==> src/rtl/cfg_pkg.sv <==
// Shared constants and FSM encoding for the serial configuration loader.
// Frame length depends on CFG_PARITY_EN (adds one even-parity bit).
package cfg_pkg;

  localparam logic [7:0]  SYNC_WORD = 8'hA5;
  localparam int unsigned ROOF_W    = 25;
  localparam int unsigned ROUTE_W   = 10;
  localparam int unsigned PAYLOAD_W = ROOF_W + ROUTE_W;
  localparam int unsigned CNT_W     = 6;

`ifdef CFG_PARITY_EN
  localparam int unsigned FRAME_W = PAYLOAD_W + 1;
`else
  localparam int unsigned FRAME_W = PAYLOAD_W;
`endif

  typedef enum logic [2:0] {
    IDLE,
    SYNC,
    LOAD,
    CHECK,
    DONE,
    ERROR
  } state_t;

endpackage

==> src/rtl/cfg_shift_reg.sv <==
// Serial-in shadow register, MSB first, with synchronous clear taking
// priority over shift.
module cfg_shift_reg #(
  parameter int unsigned W = 35
) (
  input  logic         clk,
  input  logic         reset,
  input  logic         clr,
  input  logic         en,
  input  logic         din,
  output logic [W-1:0] q
);

  always_ff @(posedge clk or posedge reset) begin
    if (reset)    q <= '0;
    else if (clr) q <= '0;
    else if (en)  q <= {q[W-2:0], din};
  end

endmodule

==> src/rtl/config_loader.sv <==
// Serial configuration loader: hunts for the sync word, shifts in one frame
// and commits roof/in1or2roof on a passing check. CFG_PARITY_EN adds parity.
import cfg_pkg::*;

module config_loader (
  input  logic               clk,
  input  logic               reset,
  input  logic               cfg_start,
  input  logic               cfg_data,
  input  logic               cfg_valid,
  output logic               cfg_ready,
  output logic [ROOF_W-1:0]  roof,
  output logic [ROUTE_W-1:0] in1or2roof,
  output logic               cfg_done,
  output logic               cfg_error
);

  state_t             state, state_nxt;
  logic [6:0]         window;
  logic [7:0]         window_nxt;
  logic [CNT_W-1:0]   count;
  logic [FRAME_W-1:0] shadow;
  logic               accept;
  logic               last_bit;
  logic               check_pass;

  // cfg_start outranks a coincident bit, so that bit is never accepted.
  assign accept     = cfg_valid & cfg_ready & ~cfg_start;
  // Only the previous 7 bits are stored; the live bit completes the 8-bit window.
  assign window_nxt = {window, cfg_data};
  assign last_bit   = (count == CNT_W'(FRAME_W - 1));

`ifdef CFG_PARITY_EN
  assign check_pass = ~(^shadow);
`else
  assign check_pass = 1'b1;
`endif

  cfg_shift_reg #(.W(FRAME_W)) u_shift (
    .clk   (clk),
    .reset (reset),
    .clr   (cfg_start),
    .en    ((state == LOAD) && accept),
    .din   (cfg_data),
    .q     (shadow)
  );

  always_ff @(posedge clk or posedge reset) begin
    if (reset) state <= IDLE;
    else       state <= state_nxt;
  end

  always_comb begin
    state_nxt = state;
    case (state)
      IDLE:        if (cfg_start) state_nxt = SYNC;
      SYNC: begin
        if (cfg_start)                                 state_nxt = SYNC;
        else if (accept && (window_nxt == SYNC_WORD))  state_nxt = LOAD;
      end
      LOAD: begin
        if (cfg_start)             state_nxt = SYNC;
        else if (accept && last_bit) state_nxt = CHECK;
      end
      CHECK: begin
        if (cfg_start)       state_nxt = SYNC;
        else if (check_pass) state_nxt = DONE;
        else                 state_nxt = ERROR;
      end
      DONE, ERROR: if (cfg_start) state_nxt = SYNC;
      default:     state_nxt = IDLE;
    endcase
  end

  always_comb begin
    cfg_ready = (state == SYNC) || (state == LOAD);
    cfg_done  = (state == DONE);
`ifdef CFG_PARITY_EN
    cfg_error = (state == ERROR);
`else
    cfg_error = 1'b0;
`endif
  end

  always_ff @(posedge clk or posedge reset) begin
    if (reset) begin
      window     <= '0;
      count      <= '0;
      roof       <= '0;
      in1or2roof <= '0;
    end else if (cfg_start) begin
      window <= '0;
      count  <= '0;
    end else begin
      if ((state == SYNC) && accept)
        window <= window_nxt[6:0];
      if ((state == LOAD) && accept && !last_bit)
        count <= count + 1'b1;
      if ((state == CHECK) && check_pass) begin
        roof       <= shadow[FRAME_W-1 -: ROOF_W];
        in1or2roof <= shadow[FRAME_W-1-ROOF_W -: ROUTE_W];
      end
    end
  end

endmodule
==> config.mk <==
export PLATFORM = sky130hd
export DESIGN_NAME = config_loader
export DESIGN_NICKNAME = d
export VERILOG_FILES = /design/src/rtl/cfg_pkg.sv /design/src/rtl/cfg_shift_reg.sv /design/src/rtl/config_loader.sv
export SDC_FILE = /design/constraint.sdc
export NUM_CORES = 1
export LEC_CHECK = 0
export CAP_MARGIN = 20
export CORE_MARGIN = 8
export CORE_UTILIZATION = 49
export CTS_CLUSTER_DIAMETER = 100
export DETAILED_ROUTE_END_ITERATION = 12
export PLACE_DENSITY = 0.71
export SLEW_MARGIN = 25
export SYNTH_ARGS = -nofsm -noshare
export SYNTH_HDL_FRONTEND = slang
export SYNTH_SLANG_ARGS = --single-unit
export TNS_END_PERCENT = 30
==> constraint.sdc <==
create_clock -name clk -period 3.4 [get_ports clk]
set_clock_uncertainty 0.2 [all_clocks]
set_input_delay 0.68 -clock clk [delete_from_list [all_inputs] [get_ports clk]]
set_output_delay 0.68 -clock clk [all_outputs]
set_load 0.01 [all_outputs]
**After elaboration in Yosys (flattened, before gate mapping)**

Cells that the tools add are included.
Widths: inputs -> output; s select.

- Equality and inequality tests: 10
- Reduce and logical (&&, ||, !) cells: 14
- Multiplexer cells: 13
- Bitwise operators: 3
- $add $sub $neg: 1

Operators by type and width:

| kind | number |
|---|---|
| $mux 35 | 2 |
| $mux 3 | 6 |
| $mux 7 | 2 |
| $mux 6 | 2 |
| $pmux 3 s4 | 1 |
| $eq 8x8->1 const B | 1 |
| $add 6x1->6 const B | 1 |
| $eq 3x2->1 const B | 2 |
| $eq 3x3->1 const B | 2 |
| $eq 6x6->1 const B | 1 |
| $ne 3x3->1 const B | 2 |
| $reduce_bool 2->1 | 3 |
| $logic_and 1x1->1 | 5 |
| $eq 3x1->1 const B | 1 |
| $logic_not 3->1 | 1 |
| $reduce_and 3->1 | 1 |
| $reduce_or 3->1 | 1 |
| $and 1x1->1 | 2 |
| $ne 2x1->1 const B | 1 |
| $reduce_and 2->1 | 1 |
| $logic_not 1->1 | 1 |
| $logic_or 1x1->1 | 1 |
| $not 1->1 | 1 |

- Word-level logic and storage cells: 47
- Bits in registers: 86
- Output and inout port bits: 38
- Bits of input ports: 5

**Longest topological paths before layout**

Gate-level depths: netlist of the first run.

- Depth in word-level cells: 8
- Gate-level depth with buffers: 5
- Depth with buffers taken out: 5

**Cells and area by module**

From an unflattened synthesis of the first run, not the netlist that was laid out.

- Cell total of the unflattened synthesis: 279
- Area total of the unflattened synthesis: 3676.0 sq um

Modules (own cells, without submodules):

| module | cells an instance | seq. area each (sq um) | times used | area each (sq um) |
|---|---|---|---|---|
| config_loader | 165 | 1276.2 | 1 | 2224.6 |
| cfg_shift_reg | 114 | 875.8 | 1 | 1451.4 |

**Worst setup path after synthesis of the first run**

OpenSTA, ideal clock, no wires.

- Kind: input -> register
- Start: input port cfg_start
- End: register roof[11]
- Setup time: 0.125 ns
- Stages: 4
- Required time: 3.075 ns
- Data arrival time: 1.704 ns
- Buffers on the path: 2
- Setup slack: 1.372 ns
- Cells stage by stage: buf_2 > nor3_4 > buf_6 > mux2_2

- Cells in the longest elaborated chain, start to end: 2

RTL lines:

| item | line | text |
|---|---|---|
| from (decl) | config_loader.sv:8 | `input logic cfg_start,` |
| $not 1->1 (no line) | n/a |  |
| $reduce_and 2->1 (no line) | n/a |  |
| to (signal assigned) | config_loader.sv:100 | `roof <= shadow[FRAME_W-1 -: ROOF_W];` |
| to (decl) | config_loader.sv:12 | `output logic [ROOF_W-1:0] roof,` |

Every way passes these cells.
A chain may end at the register's enable or synchronous reset.

**Final worst setup path of the first run**

- Start: register state[1]
- End: output port cfg_ready

- Cells in the longest elaborated chain, start to end: 2
- Elaborated cells between the ends (all ways): 3
- Classes of those cells: 2 x eq/ne; 1 x reduce/logical

RTL lines:

| item | line | text |
|---|---|---|
| from (decl) | config_loader.sv:18 | `state_t state, state_nxt;` |
| from (signal assigned) | config_loader.sv:50 | `else state <= state_nxt;` |
| $eq 3x1->1 / $eq 3x2->1 (equally long branches) | config_loader.sv:76 | `cfg_ready = (state == SYNC) \|\| (state == LOAD);` |
| $logic_or 1x1->1 * | config_loader.sv:76 |  |
| to (decl) | config_loader.sv:11 | `output logic cfg_ready,` |

Mark *: on every way between the ends. The rest lies on a longest branch, timed or not.

==> results of run 1 <==
==> where the power goes <==
| group | internal [W] | leakage (nW) | switching, W |
|---|---|---|---|
| logic | 0.0000135 | 0.804 | 0.0000350 |
| clock network | 0.000436 | 0.104 | 0.000344 |
| registers | 0.00102 | 1.20 | 0.00000191 |
| total | 0.00147 | 2.10 | 0.000381 |
==> cells in the mapped netlist, drive strengths merged, types with 3 or more instances <==
cell type	number
dfrtp	86
mux2	78
nor2b	44
buf	9
clkbuf	5
nand2	5
o31ai	4
a21oi	3
inv	3
nand2b	3
nand4bb	3
==> metrics by stage <==
| step | setup WS [ns] | power (W) | utilization | hold slack (ns) |
|---|---|---|---|---|
| floorplan | 0.298 | 0.00108 | - | 0.271 |
| global placement | 0.642 | 0.00110 | 0.563 | 0.267 |
| detailed placement | 0.606 | 0.00110 | 0.563 | 0.275 |
| CTS | 0.718 | 0.00188 | 0.591 | 0.294 |
| global route | 0.638 | 0.00193 | 0.591 | 0.312 |
| finish | 0.746 | 0.00185 | 0.591 | 0.290 |
==> flip-flops by register name (all words and copies together) (netlist names) <==
signal,count
count,6
in1or2roof,10
roof,25
state,3
u_shift.q,35
window,7
==> critical path, cell delays in order (launching register included) <==
cell	delay [ns]
dfrtp_1	0.51
and2b_1	0.24
o21ba_2	0.15
clkdlybuf4s50_1	0.53
==> cell usage in the layout, fill, tap and decap left out, types with 2 or more instances in the layout <==
master	n
a21oi_1	3
buf_12	2
buf_4	3
bufinv_16	2
clkbuf_1	3
clkbuf_8	10
clkdlybuf4s50_1	40
dfrtp_1	86
ha_1	2
inv_1	2
mux2_1	2
mux2_2	76
mux2i_1	2
nand2_1	4
nand2b_1	3
nand4bb_1	2
nor2_1	2
nor2b_1	44
o21ai_0	2
o31ai_1	4
or4_1	2
==> layout make-up <==
| type | count | area (um2) |
|---|---|---|
| Fill cell | 614 | 3090 |
| Sequential cell | 86 | 2150 |
| Multi-Input combinational cell | 166 | 1500 |
| Timing Repair Buffer | 46 | 468 |
| Clock buffer | 13 | 149 |
| Tap cell | 102 | 128 |
| Clock inverter | 3 | 67.6 |
| Inverter | 3 | 12.5 |
==> worst min path at each step <==
| stage | from | endpoint | cells past startpoint |
|---|---|---|---|
| 6_report | roof[15] | roof[15] | 1 |
| 5_1_grt | roof[15] | roof[15] | 1 |
| 4_1_cts | roof[15] | roof[15] | 1 |
| 3_5_place_dp | roof[15] | roof[15] | 1 |
| 3_3_place_gp | roof[16] | roof[16] | 1 |
| 2_1_floorplan | u_shift.q[34] | roof[24] | 1 |
==> routing by layer <==
metal  GRT usage  vias to the layer above  wire [um]
li1            -                     1018          -
met1       0.166                     1109       2910
met2       0.215                       32       3110
met3      0.0308                       11        228
met4      0.0768                        0        143
met5           0                        -          0
==> cell families after synthesis <==
group / Yosys count / share of synthesized area
compound gates: 13 / 0.0234
other cells: 1 / 0.00100
buf+inv: 17 / 0.0274
fa+ha+maj: 2 / 0.00667
mux: 80 / 0.239
simple gates: 70 / 0.128
flops: 86 / 0.574
==> results.toml, run 1 <==
[grt]
grt.total_usage = 0.135
grt_max_degree = 44
antenna_found_initial = 0
first_global_vias = 2346
grt_pass1_wl_um = 11200
grt_overflow = 0

[synthesis]
synth.distinct_cells = 37
seq_area_frac_synth = 0.574
syn_avg_cell_area_um2 = 13.9
synth-async-reset-ratio = 1.00
yosys_warnings = 0
synthCells = 269
syn_nets = 276
ys_top_cells_by_area = "dfrtp_1 (57%), mux2_2 (23%), nor2b_1 (7.3%)"
yosysTopAreaCellShare = 0.574
synthFlopType = "dfrtp_1"
synthesis.area_um2 = 3750
synth_edf_count = 0
synth_top_cell_by_area = "dfrtp_1"
yosys_register_bits = 86

[clock_tree]
cts-resized-gates = 0
cts-buffers-inserted = 9
cts.clk_slew.worst_paths_ns = 0.08
postCtsSetupRepairBufs = 0
clk_latency_ns = 0.34
root_buffer = "clkbuf_8"
cts-htree-levels = 3
cts_hold_buf = 0
clock_path_buffers = 2
cts_sinks = 86
tritoncts = "done"

[layout]
layout-drive-gt1-share = 0.319
final_area_um2 = 4470
nNetsFinal = 319
finalNonFillerCells = 419
syn_to_final_growth_pct = 19.2
n_antenna_cell = 0

[placed_design]
place_hpwl_um = 4300
dpl-instance-area_um2 = 4260
post-place-cells = 403
portBuffers = 41
gp_congestion = 0.765

[die]
die_h_um = 103
die_x_um = 103
fp-row-count = 32
start_util = 0.496
pin_count = 43
core_area_um2 = 7570
die-area_um2 = 10700

[routing]
vias = 2170
dr.pass1.iters = 4
drcViolationCount = 0
ant_nets = 0
vias_per_cell = 5.18
drt_iter0_drc = 41
routed_wl_um = 6390
avgRoutedWirePerCell_um = 15.2

[power_and_ir_drop]
power.leakage_nw = 2.10
ir_worst_vdd_mv = 0.192
power_density_nw_per_um2 = 414

[timing]
fmax_mhz = 377
rsz0062_at_grt = "false"
post-route-period-util = 0.781
finalMaxSlewViolations = 0
final-hold-violation-count = 0
worstMarginPinSlew_ns = 0.642
fin_setup_tns_ns = 0
slew_headroom = 0.571
finalCriticalPeriod_ns = 2.65
setup_violations = 0

[setup_path]
cp.required_ns = 2.52
reg2reg_slack_ns = 1.26
start_kind = "flip-flop"
critPathCaptureType = "output port"
r2r_end = "roof[5]"
path_max_fanout = 8
cp-startpoint = "state[1]"
path_class = "flip-flop to output port"
crit_path_end = "cfg_ready"
reg2reg_depth = 4
reg2reg_from = "state[1]"
cp.arrival_ns = 1.77

[flow_run]
cap_violations = 0

[hold_path]
hp-class = "flip-flop to flip-flop"

[run_status]
outcome = "completed"
Power figures use the tool's default switching activity.
==> run 2: changes to the inputs <==
PLACE_DENSITY = 0.74   (was 0.71)
clock period = 2.3 ns   (was 3.4 ns; I/O delays follow)
==> run 2 against run 1 <==
Against the previous run:
- global-route usage is 0.57 points lower
- power is 41% higher
- register-to-register slack worse by 0.73 ns
- sequential share of layout area is 0.37 points lower
- via count is 0.51% higher
- non-clock buffer count is 6 higher
- design area is 0.90% higher
- largest cell class unchanged
- critical endpoint is now cfg_done
- cell count is 1.4% higher
- flip-flop and latch count stayed put
- utilization is 0.53 points higher
==> results.toml, run 2 (synthesized netlist as in run 1, its figures left out) <==
[timing]
post-route-period-util = 0.963
setup_violations = 0
fin_setup_tns_ns = 0
rsz0062_at_grt = "false"
fmax_mhz = 451
finalCriticalPeriod_ns = 2.22
final-hold-violation-count = 0
finalMaxSlewViolations = 0

[grt]
grt_pass1_wl_um = 10700
grt_overflow = 0
antenna_found_initial = 0
first_global_vias = 2221
grt_max_degree = 87
grt.total_usage = 0.130

[layout]
layout-drive-gt1-share = 0.350
top_regs = "u_shift.q (35), roof (25), in1or2roof (10)"
finalNonFillerCells = 425
final_area_um2 = 4510
n_antenna_cell = 0
largest_register_ffs = 35
final_common_cell = "dfrtp_1"
fillers = 597
nNetsFinal = 325
multiInputGateArea_um2 = 1500
syn_to_final_growth_pct = 20.3
top_register = "u_shift.q"
final_cell_mix = "dfrtp_1 (84), mux2_2 (76), nor2b_1 (44)"
regArea_um2 = 2150

[setup_path]
path_class = "flip-flop to output port"
start_kind = "flip-flop"
cp.arrival_ns = 1.56
path_max_fanout = 5
critPathCaptureType = "output port"
cp.required_ns = 1.64

[die]
die-area_um2 = 10700
fp-row-count = 32
pin_count = 43
start_util = 0.496
die_h_um = 103
die_x_um = 103
core_area_um2 = 7570

[routing]
drt_iter0_drc = 79
dr.pass1.iters = 4
vias = 2181
drcViolationCount = 0
avgRoutedWirePerCell_um = 14.9
ant_nets = 0
vias_per_cell = 5.13
routed_wl_um = 6350

[clock_tree]
cts.clk_slew.worst_paths_ns = 0.08
clock_path_buffers = 2
cts_sinks = 86
cts-buffers-inserted = 9
clk_latency_ns = 0.34
cts_hold_buf = 0
cts-htree-levels = 3
root_buffer = "clkbuf_8"
tritoncts = "done"

[placed_design]
place_hpwl_um = 4110
gp_congestion = 0.739
portBuffers = 41
dpl-instance-area_um2 = 4290
post-place-cells = 405

[power_and_ir_drop]
power.leakage_nw = 2.12
power_density_nw_per_um2 = 579
power_w = 0.00261
ir_worst_vdd_mv = 0.374

[hold_path]
hp-class = "flip-flop to flip-flop"

[run_status]
outcome = "completed"

[flow_run]
cap_violations = 0
-- run 2: repair_timing --
item,in CTS,in global routing
gates cloned,0,0
buffers inserted,4,0
gates resized for setup,4,1
hold endpoints to repair,0,0
endpoints found under the setup margin,2,1
-- run 2: critical path: stages (launching register included) --
cell             delay, ns
dfrtp_2               0.45
nor3b_2               0.21
clkdlybuf4s50_1       0.56
-- run 2: final timing paths --
path,start,endpoint,slack [ns],cells past startpoint
setup / recovery,state[1],cfg_done,0.08,2
hold / removal,roof[16],roof[16],0.29,1
setup reg to reg,state[0],count[5],0.53,4
hold reg to reg,roof[16],roof[16],0.29,1
max in group asynchronous,reset,state[2],1.13,3
min in group asynchronous,reset,roof[10],0.38,3
-- run 2: report_power, final --
part	switching (W)	internal, W	total [W]
logic	0.0000521	0.0000203	0.0000724
registers	0.00000275	0.00151	0.00152
clock network	0.000523	0.000501	0.00102
total	0.000577	0.00203	0.00261
-- run 2: routing by layer --
metal  wire, um  GRT usage  vias to the layer above  part of all wire
li1           -          -                     1035                 -
met1       2970      0.167                     1105              0.47
met2       3030      0.202                       32              0.48
met3        212     0.0228                        9             0.033
met4        136     0.0734                        0             0.021
met5          0          0                        -                 0
-- run 2: cell type report --
| cell class | instances | area share |
|---|---|---|
| Tap cell | 102 | 0.0283 |
| Sequential cell | 86 | 0.477 |
| Clock inverter | 6 | 0.0136 |
| Timing Repair Buffer | 52 | 0.116 |
| Inverter | 3 | 0.00333 |
| Clock buffer | 10 | 0.0283 |
| Multi-Input combinational cell | 166 | 0.333 |
-- run 2: stage by stage --
step | setup slack [ns] | hold slack (ns) | util
floorplan | 0.492 | 0.271 | -
global placement | 0.139 | 0.271 | 0.566
detailed placement | 0.0649 | 0.274 | 0.566
CTS | 0.00476 | 0.293 | 0.596
global route | 0.00957 | 0.327 | 0.596
finish | 0.0848 | 0.289 | 0.596
